## src/rtl/branch_target_predictor.sv

```systemverilog
// Direct-mapped branch target buffer with per-entry saturating direction counters.
// Combinational fetch-stage lookup, registered EX-stage update, saturating stats counters.
module branch_target_predictor #(
    parameter int ENTRIES = 16,
    parameter int CNT_W   = 2,
    parameter int STAT_W  = 32
) (
    input  logic              CLK,
    input  logic              RST,
    input  logic              lookup_en,
    input  logic [31:0]       lookup_pc,
    output logic              pred_hit,
    output logic              pred_taken,
    output logic [31:0]       pred_target,
    input  logic              update_en,
    input  logic [31:0]       update_pc,
    input  logic              update_taken,
    input  logic [31:0]       update_target,
    input  logic              update_mispredict,
    input  logic              flush_all,
    output logic [STAT_W-1:0] lookup_count,
    output logic [STAT_W-1:0] mispredict_count
);
    localparam int IDX_W = $clog2(ENTRIES);
    localparam int TAG_W = 32 - IDX_W - 2;
    localparam logic [CNT_W-1:0] CNT_WEAK = CNT_W'(1) << (CNT_W - 1);

    logic [ENTRIES-1:0] valid;
    logic [TAG_W-1:0]   tags    [ENTRIES];
    logic [31:0]        targets [ENTRIES];
    logic [CNT_W-1:0]   cnts    [ENTRIES];

    logic [IDX_W-1:0] lk_idx;
    logic [TAG_W-1:0] lk_tag;
    logic [IDX_W-1:0] up_idx;
    logic [TAG_W-1:0] up_tag;
    logic             up_hit;

    assign lk_idx = lookup_pc[IDX_W+1:2];
    assign lk_tag = lookup_pc[31:IDX_W+2];
    assign up_idx = update_pc[IDX_W+1:2];
    assign up_tag = update_pc[31:IDX_W+2];

    // Lookup reads the current table only; a same-cycle update is not bypassed.
    always_comb begin
        pred_hit    = valid[lk_idx] && (tags[lk_idx] == lk_tag);
        pred_taken  = pred_hit && cnts[lk_idx][CNT_W-1];
        pred_target = pred_hit ? targets[lk_idx] : '0;
    end

    assign up_hit = valid[up_idx] && (tags[up_idx] == up_tag);

    always_ff @(posedge CLK or posedge RST) begin
        if (RST) begin
            valid <= '0;
            for (int unsigned i = 0; i < ENTRIES; i++) begin
                tags[i]    <= '0;
                targets[i] <= '0;
                cnts[i]    <= '0;
            end
        end else if (flush_all) begin
            valid <= '0;
        end else if (update_en) begin
            if (up_hit) begin
                if (update_taken) begin
                    if (cnts[up_idx] != '1)
                        cnts[up_idx] <= cnts[up_idx] + CNT_W'(1);
                    targets[up_idx] <= update_target;
                end else if (cnts[up_idx] != '0) begin
                    cnts[up_idx] <= cnts[up_idx] - CNT_W'(1);
                end
            end else if (update_taken) begin
                valid[up_idx]   <= 1'b1;
                tags[up_idx]    <= up_tag;
                targets[up_idx] <= update_target;
                cnts[up_idx]    <= CNT_WEAK;
            end
        end
    end

    always_ff @(posedge CLK or posedge RST) begin
        if (RST) begin
            lookup_count     <= '0;
            mispredict_count <= '0;
        end else begin
            if (lookup_en && (lookup_count != '1))
                lookup_count <= lookup_count + STAT_W'(1);
            if (update_en && update_mispredict && (mispredict_count != '1))
                mispredict_count <= mispredict_count + STAT_W'(1);
        end
    end
endmodule

```

## config.mk

```make
export PLATFORM = sky130hd
export DESIGN_NAME = branch_target_predictor
export DESIGN_NICKNAME = d
export VERILOG_FILES = /design/src/rtl/branch_target_predictor.sv
export SDC_FILE = /design/constraint.sdc
export NUM_CORES = 2
export LEC_CHECK = 0
export CAP_MARGIN = 20
export CORE_MARGIN = 5
export CORE_UTILIZATION = 56
export CTS_CLUSTER_DIAMETER = 60
export CTS_CLUSTER_SIZE = 8
export DETAILED_ROUTE_END_ITERATION = 10
export HOLD_SLACK_MARGIN = 0.02
export PLACE_DENSITY = 0.8
export SLEW_MARGIN = 20
export SYNTH_ARGS = -nofsm -noshare
export SYNTH_HDL_FRONTEND = slang
export SYNTH_SLANG_ARGS = --single-unit
```

## constraint.sdc

```tcl
create_clock -name CLK -period 33.6 [get_ports CLK]
set_input_delay 6.72 -clock CLK [delete_from_list [all_inputs] [get_ports CLK]]
set_output_delay 6.72 -clock CLK [all_outputs]
set_load 0.02 [all_outputs]
```

==> PnR_summary.wiki <==
{| class="wikitable"
! Metric !! Value
|-
| Hold Crit Class || reg -> reg
|-
| Starting DRC count in detailed routing || around 2700
|-
| Dpl cell area || roughly 0.054 sq mm
|-
| Net count after synthesis || roughly 3600
|-
| Clk Latency, worst-skew pair || roughly 0.76 ns
|-
| FFs w/ async S/R, synth || 1.000
|-
| Sort of element at the end of the critical path || output port
|-
| Total Routing Usage GR || 0.2764
|-
| RSZ-0062 raised after global routing || false
|-
| Number of antenna violations at the first check in global routing || 8
|-
| Total congestion overflow || 0
|-
| Dominant register cell in the synthesized netlist || sky130_fd_sc_hd__dfrtp_1
|-
| Max-Cap Viols || 0
|-
| Area of the core || roughly 0.091 sq mm
|-
| Slack of the critical path || 14.87 ns
|-
| Cells after Synth || about 3500
|-
| Average size of a mapped cell || approximately 15 sq um
|-
| Post-route DRC violation count || 0
|-
| Top library cells by usage in the layout, fill and taps aside || sky130_fd_sc_hd__dfrtp_1, sky130_fd_sc_hd__mux2_2, sky130_fd_sc_hd__mux4_2
|-
| IR drop worst, VDD || roughly 0.052 mV
|-
| Post-place setup slack || roughly 15 ns
|-
| Capture instance of the worst register-to-register path || tags[32]
|-
| Cell family contributing the most delay on the critical path || buffers and inverters
|-
| Number of synthesized flops with an enable pin || 0
|-
| Cell area after layout || 0.05821 sq mm
|-
| Busiest metal layer after global routing || met2
|-
| Via count || 31870
|-
| Number of rows in the core area || 111
|-
| Post-synth design cell area || 0.05123 sq mm
|-
| Clock tree skew after final layout || 0.05729 ns
|-
| Placer congestion estimate || around 0.84
|-
| Clock tree from TritonCTS || yes
|-
| Synth warnings || 0
|-
| First-pass iteration count of the detailed router || 5
|-
| Clock input transition at the sequential cells of the worst setup and hold paths || approximately 0.040 ns
|-
| Startpoint-to-endpoint class of the critical path || in -> out
|-
| IO Pins || ~200
|-
| Area added between synthesis and finish || 13.62%
|-
| Post-detailed-route count of antenna-violating nets || 0
|-
| Synthesis-stage register bit count || about 1000
|-
| Maximum clock insertion buffer count || 3
|-
| Synth top area cells || sky130_fd_sc_hd__dfrtp_1, sky130_fd_sc_hd__mux2_2, sky130_fd_sc_hd__mux4_2
|-
| Status || finished clean
|-
| Maximum fanout encountered on the critical timing path || 59
|-
| Maximum number of pins on one net before global-route repair || 184
|-
| Total wire length after detailed routing || approximately 130000 um
|-
| Number of logic stages on the critical path including buffering || 11
|-
| Final number of hold-violating endpoints || 0
|-
| Slowest cell on the critical path || sky130_fd_sc_hd__buf_4
|-
| Initial standard-cell utilization of the core || 0.5614
|-
| Hold-fix buffer count after cts || 0
|-
| Share of the synthesized area in the top cell type || 0.5080
|-
| Relative slew slack || 0.2329
|-
| Crit path required time || 26.88 ns
|-
| Average vias per placed instance || between 6 and 7
|-
| Depth of the worst register-to-register path || 10
|-
| Final worst-path cycle share || 0.5573
|-
| CP Data Arrival Time || 12.01 ns
|-
| Resized cells post-CTS || 0
|-
| Static power due to leakage || between 20 and 30 nW
|-
| Total buffers and inverters traversed by the critical path || 5
|-
| Met3 track demand over resource || 0.05524
|-
| Worst reg2reg setup slack || between 20 and 30 ns
|-
| Part of the Yosys area used for sequential elements || 0.5080
|-
| M1 GR Usage || 0.3750
|-
| Post-route setup TNS || 0 ns
|-
| Post-CTS Repair Setup Buffers || 0
|-
| Clock root buffer master || sky130_fd_sc_hd__clkbuf_16
|-
| Dominant cell type by count on the critical path || sky130_fd_sc_hd__buf_4
|-
| Delay contributed by the slowest stage of the critical path || around 0.9 ns
|-
| Achievable clock frequency || roughly 53 MHz
|-
| Max Transition Viols Final || 0
|-
| Vias in the first global route || approximately 34000
|-
| Avg WL per Cell || between 20 and 30 um
|-
| CP Launch Type || input pin
|-
| Most common cell after layout, fill and taps aside || sky130_fd_sc_hd__dfrtp_1
|-
| Wire length of the first global-routing pass || between 200000 and 250000 um
|-
| Yosys top cell by area || sky130_fd_sc_hd__dfrtp_1
|-
| Die ar. || a little under 0.1 sq mm
|-
| Die width || 312.5 um
|-
| Met2 capacity usage during global routing || 0.4480
|-
| Post-Route Utilization || 0.6379
|-
| H-Tree Level Count || 4
|-
| TritonCTS Buffers || around 150
|-
| Number of sinks on the clock net || 1040
|-
| Synth unique cells || 62
|-
| Startpoint of the worst setup timing path || lookup_pc[2]
|-
| Worst setup path endpoint || pred_target[3]
|-
| Detail Placement HPWL || about 75000 um
|-
| Slew @ Worst Pin || between 1 and 1.5 ns
|-
| FF-to-FF Start || tags[316]
|-
| Chip height || around 310 um
|-
| Quantity of I/O buffers inserted on ports || 196
|-
| CP Cell Sequence || buf_8 > buf_4 > buf_4 > mux4_2 > mux4_2 > xor2_1 > nor4_1 > nand4_1 > buf_4 > nor2b_1 > clkdlybuf4s50_1
|-
| Final critical path time including I/O delays and setup || about 19 ns
|-
| Fraction of layout cells with a size suffix above 1 || 0.4263
|-
| Power consumption || ~3.4 mW
|-
| Number of failing setup endpoints in the final timing report || 0
|-
| Nets || 3705
|-
| Power Dens Cells || slightly below 60 mW/mm^2
|}
-- kinds of logic after synthesis --
family / Yosys count / synth area share
fa+ha+maj: 4 / 0.0009770
compound gates: 232 / 0.02862
buf+inv: 334 / 0.02831
simple gates: 384 / 0.03659
mux: 1373 / 0.3773
xor+xnor: 118 / 0.02017
flops: 1040 / 0.5080
-- metrics by stage --
step / std cells / hold WS (ns)
finish: 4809 / 0.4814
detailed placement: 4632 / 0.4743
floorplan: 3485 / 0.4524
CTS: 4802 / 0.4850
global placement: 4632 / 0.4639
global route: 4806 / 0.4963
-- cells in the mapped netlist, types with 14 or more instances --
| cell | instances |
|---|---|
| sky130_fd_sc_hd__mux2i_1 | 112 |
| sky130_fd_sc_hd__nand2_1 | 156 |
| sky130_fd_sc_hd__inv_1 | 27 |
| sky130_fd_sc_hd__dfrtp_1 | 1040 |
| sky130_fd_sc_hd__a22oi_1 | 27 |
| sky130_fd_sc_hd__mux2_2 | 892 |
| sky130_fd_sc_hd__buf_2 | 46 |
| sky130_fd_sc_hd__xnor2_1 | 85 |
| sky130_fd_sc_hd__nor2b_1 | 44 |
| sky130_fd_sc_hd__buf_4 | 25 |
| sky130_fd_sc_hd__nor3_1 | 15 |
| sky130_fd_sc_hd__xor2_1 | 33 |
| sky130_fd_sc_hd__o22ai_1 | 19 |
| sky130_fd_sc_hd__buf_1 | 53 |
| sky130_fd_sc_hd__mux4_2 | 356 |
| sky130_fd_sc_hd__nand4_1 | 21 |
| sky130_fd_sc_hd__nand3_1 | 48 |
| sky130_fd_sc_hd__o21ai_0 | 101 |
| sky130_fd_sc_hd__clkbuf_1 | 175 |
| sky130_fd_sc_hd__a21oi_1 | 14 |
| sky130_fd_sc_hd__nor2_1 | 40 |
-- sequential cells by signal (all words and copies together) (netlist names) --
register          flops
targets             512
tags                416
cnts                 32
lookup_count         32
mispredict_count     32
valid                16
-- report_power, final --
part           switching, mW  leakage (nW)  internal (mW)
registers              0.107          13.8           1.42
clock network          0.555          2.00          0.796
logic                  0.209          10.3          0.281
total                  0.870          26.2           2.49
-- how the worst min path moves through the flow --
stage	startpoint	endpoint	depth (start not counted)
after global placement	cnts[26]	cnts[26]	1
after global routing	cnts[30]	cnts[30]	1
final	cnts[28]	cnts[28]	1
after CTS	cnts[30]	cnts[30]	1
after floorplan	cnts[26]	cnts[26]	1
after detailed placement	cnts[30]	cnts[30]	1
-- routing by layer --
metal | vias to the layer above | wire length [um]
li1 | 13200 | -
met1 | 17040 | 54260
met2 | 1297 | 64890
met3 | 319 | 9414
met4 | 10 | 4831
met5 | - | 64
-- cell type report --
type	count	area (sq um)
Clock buffer	153	3754
Multi-Input combinational cell	2111	23870
Antenna cell	6	15.01
Inverter	29	112.6
Tap cell	1186	1484
Clock inverter	17	401.6
Fill cell	6429	33040
Timing Repair Buffer	267	2545
Sequential cell	1040	26030
No activity file was read; power rests on OpenSTA's default activity.
==> RTL edit, RTL diff (same flow settings) <==
The parameter `CNT_W` goes from 2 to 3.
--- a/src/rtl/branch_target_predictor.sv
+++ b/src/rtl/branch_target_predictor.sv
@@ -3,5 +3,5 @@
 module branch_target_predictor #(
     parameter int ENTRIES = 16,
-    parameter int CNT_W   = 2,
+    parameter int CNT_W   = 3,
     parameter int STAT_W  = 32
 ) (
Check against the original RTL: not settled (the Yosys comparison gave no result); the edit may change what the design does.
==> RTL edit against the unedited design <==
Wire length rose by 6.5%. Critical path depth shrank 1. Total power rose by 1.7%. Maximum frequency is 0.39% higher. Area after synthesis grew 2.1%. Hold slack lost 0.012 ns. Final area increased by 2.0%. First-iteration DRC count increased by 35%. Clock skew shrank 0.010 ns. Count of clock-buffer cells in the layout increased by 2. Sequential cell count grew 16. Setup slack better by 0.073 ns. Highest routed layer unchanged.
==> RTL edit: results (changes against the unedited design) <==
Layout
  • Biggest regs: targets (512), tags (416), cnts (48)
  • Layout cell share with drive strength beyond 1: 34.8% (-7.8 points)

STA
  • Worst hold slack: 0.469 ns (-0.0123 ns)
  • Worst Skew: 0.0471 ns (-0.0102 ns)
  • Worst slew pin tran: 1.24 ns (+0.0877 ns)

Synth
  • Post-Syn Nets: 4028 (+12%)
  • Cell variety after synth: 61 (-1.6%)
  • Sequential-to-total area share from yosys stat: 50.5% (-0.28 points)
  • Commonest cells post-synth: dfrtp_1, nand2_1, mux2_2
  • Top cells by area, synth: dfrtp_1, mux4_2, mux2_2
  • Avg Cell Area, Syn: 13.3 sq um (-9.2%)

Detailed routing
  • Post-Route WL: 142000 um (+6.5%)
  • First-pass DRT Iterations: 7 (+2)
  • Via density: 6.47 (-2.3%)
  • Detailed-route via count: 34.3k (+7.7%)
  • DRT iter0 DRCs: 3675 (+35%)

Placement
  • Dpl cell area: 0.0551 sq mm (+2.0%)
  • Place WS: 14.99 ns (+0.141 ns)
  • Post-DP HPWL: 78700 um (+4.6%)

Global route
  • Grt met1 use: 38.3% (+0.77 points)
  • Number of global-route vias before repair: 36.6k (+7.3%)
  • Largest net degree at the start of global routing: 194 (+5.4%)
  • Met3 usage: 6.86% (+1.3 points)
  • Antenna violations before repair: 16 (+8)
  • First-pass GRT wire length: 220000 um (+5.7%)
  • Global Route Usage Sum: 29.1% (+1.4 points)

Status
  • Status: finished, final reports clean

Worst setup path
  • Crit path largest cell delay: 0.83 ns (-0.07 ns)
  • CP Max Fanout: 80 (+36%)
  • Cells on worst reg2reg path: 9 (-1)
  • Critical R2R Capture: tags[37]$_DFFE_PP0P_

Hold path
  • Worst hold endpoint: targets[302]$_DFFE_PP0P_
  • Hold path startpoint: targets[302]$_DFFE_PP0P_

Power and ir drop
  • Pleak: 27.6 nW (+5.4%)
## RTL edit: cell count changes after synthesis, sizes merged, moves of 16 or more
cell / delta
nand2: +677
mux2: -207
o21ai: -85
mux4: +54
mux2i: -46
clkbuf: +25
nor2: +24
a22oi: -19
inv: +18
dfrtp: +16
## RTL edit: cell type report
class	instances	area [sq um]
diodes	13	32.5
clock buffers	155	3790
clock inverters	18	422
fillers	6592	33700
inverters	47	180
multi-input cells	2493	24400
flip-flops and latches	1056	26400
well taps	1254	1570
repair buffers	263	2530
## RTL edit: routing by layer
| metal | up-vias | share of wire [%] |
|---|---|---|
| li1 | 14179 | - |
| met1 | 18018 | 38 |
| met2 | 1697 | 49 |
| met3 | 403 | 9.0 |
| met4 | 6 | 4.5 |
| met5 | - | 0.028 |
## RTL edit: cells by family after synthesis
logic type / synth area share, %
AO/OA/AOI/OAI: 1.47
XOR/XNOR: 2.01
adder cells (fa/ha/maj): 0.144
buffers and inverters: 3.05
flip-flops: 50.5
multiplexers: 34.0
AND/OR/NAND/NOR: 8.85
## RTL edit: how the worst max path moves through the flow
stage                          end  slack, ns         start
3_3_place_gp        pred_target[1]      14.99  lookup_pc[3]
3_5_place_dp        pred_target[1]      14.99  lookup_pc[3]
2_1_floorplan  cnts[0]$_DFFE_PP0P_      12.32           RST
4_1_cts             pred_target[1]      14.98  lookup_pc[3]
5_1_grt             pred_target[1]      14.80  lookup_pc[2]
6_report            pred_target[1]      14.95  lookup_pc[3]
## RTL edit: power groups by stage
stage	clock (mW)	sequential (mW)	combinational, mW
2_1_floorplan	0	1.54	0.370
6_report	1.38	1.55	0.491
5_1_grt	1.46	1.56	0.531
4_1_cts	1.40	1.54	0.493
3_3_place_gp	0	1.55	0.471
3_5_place_dp	0	1.56	0.488
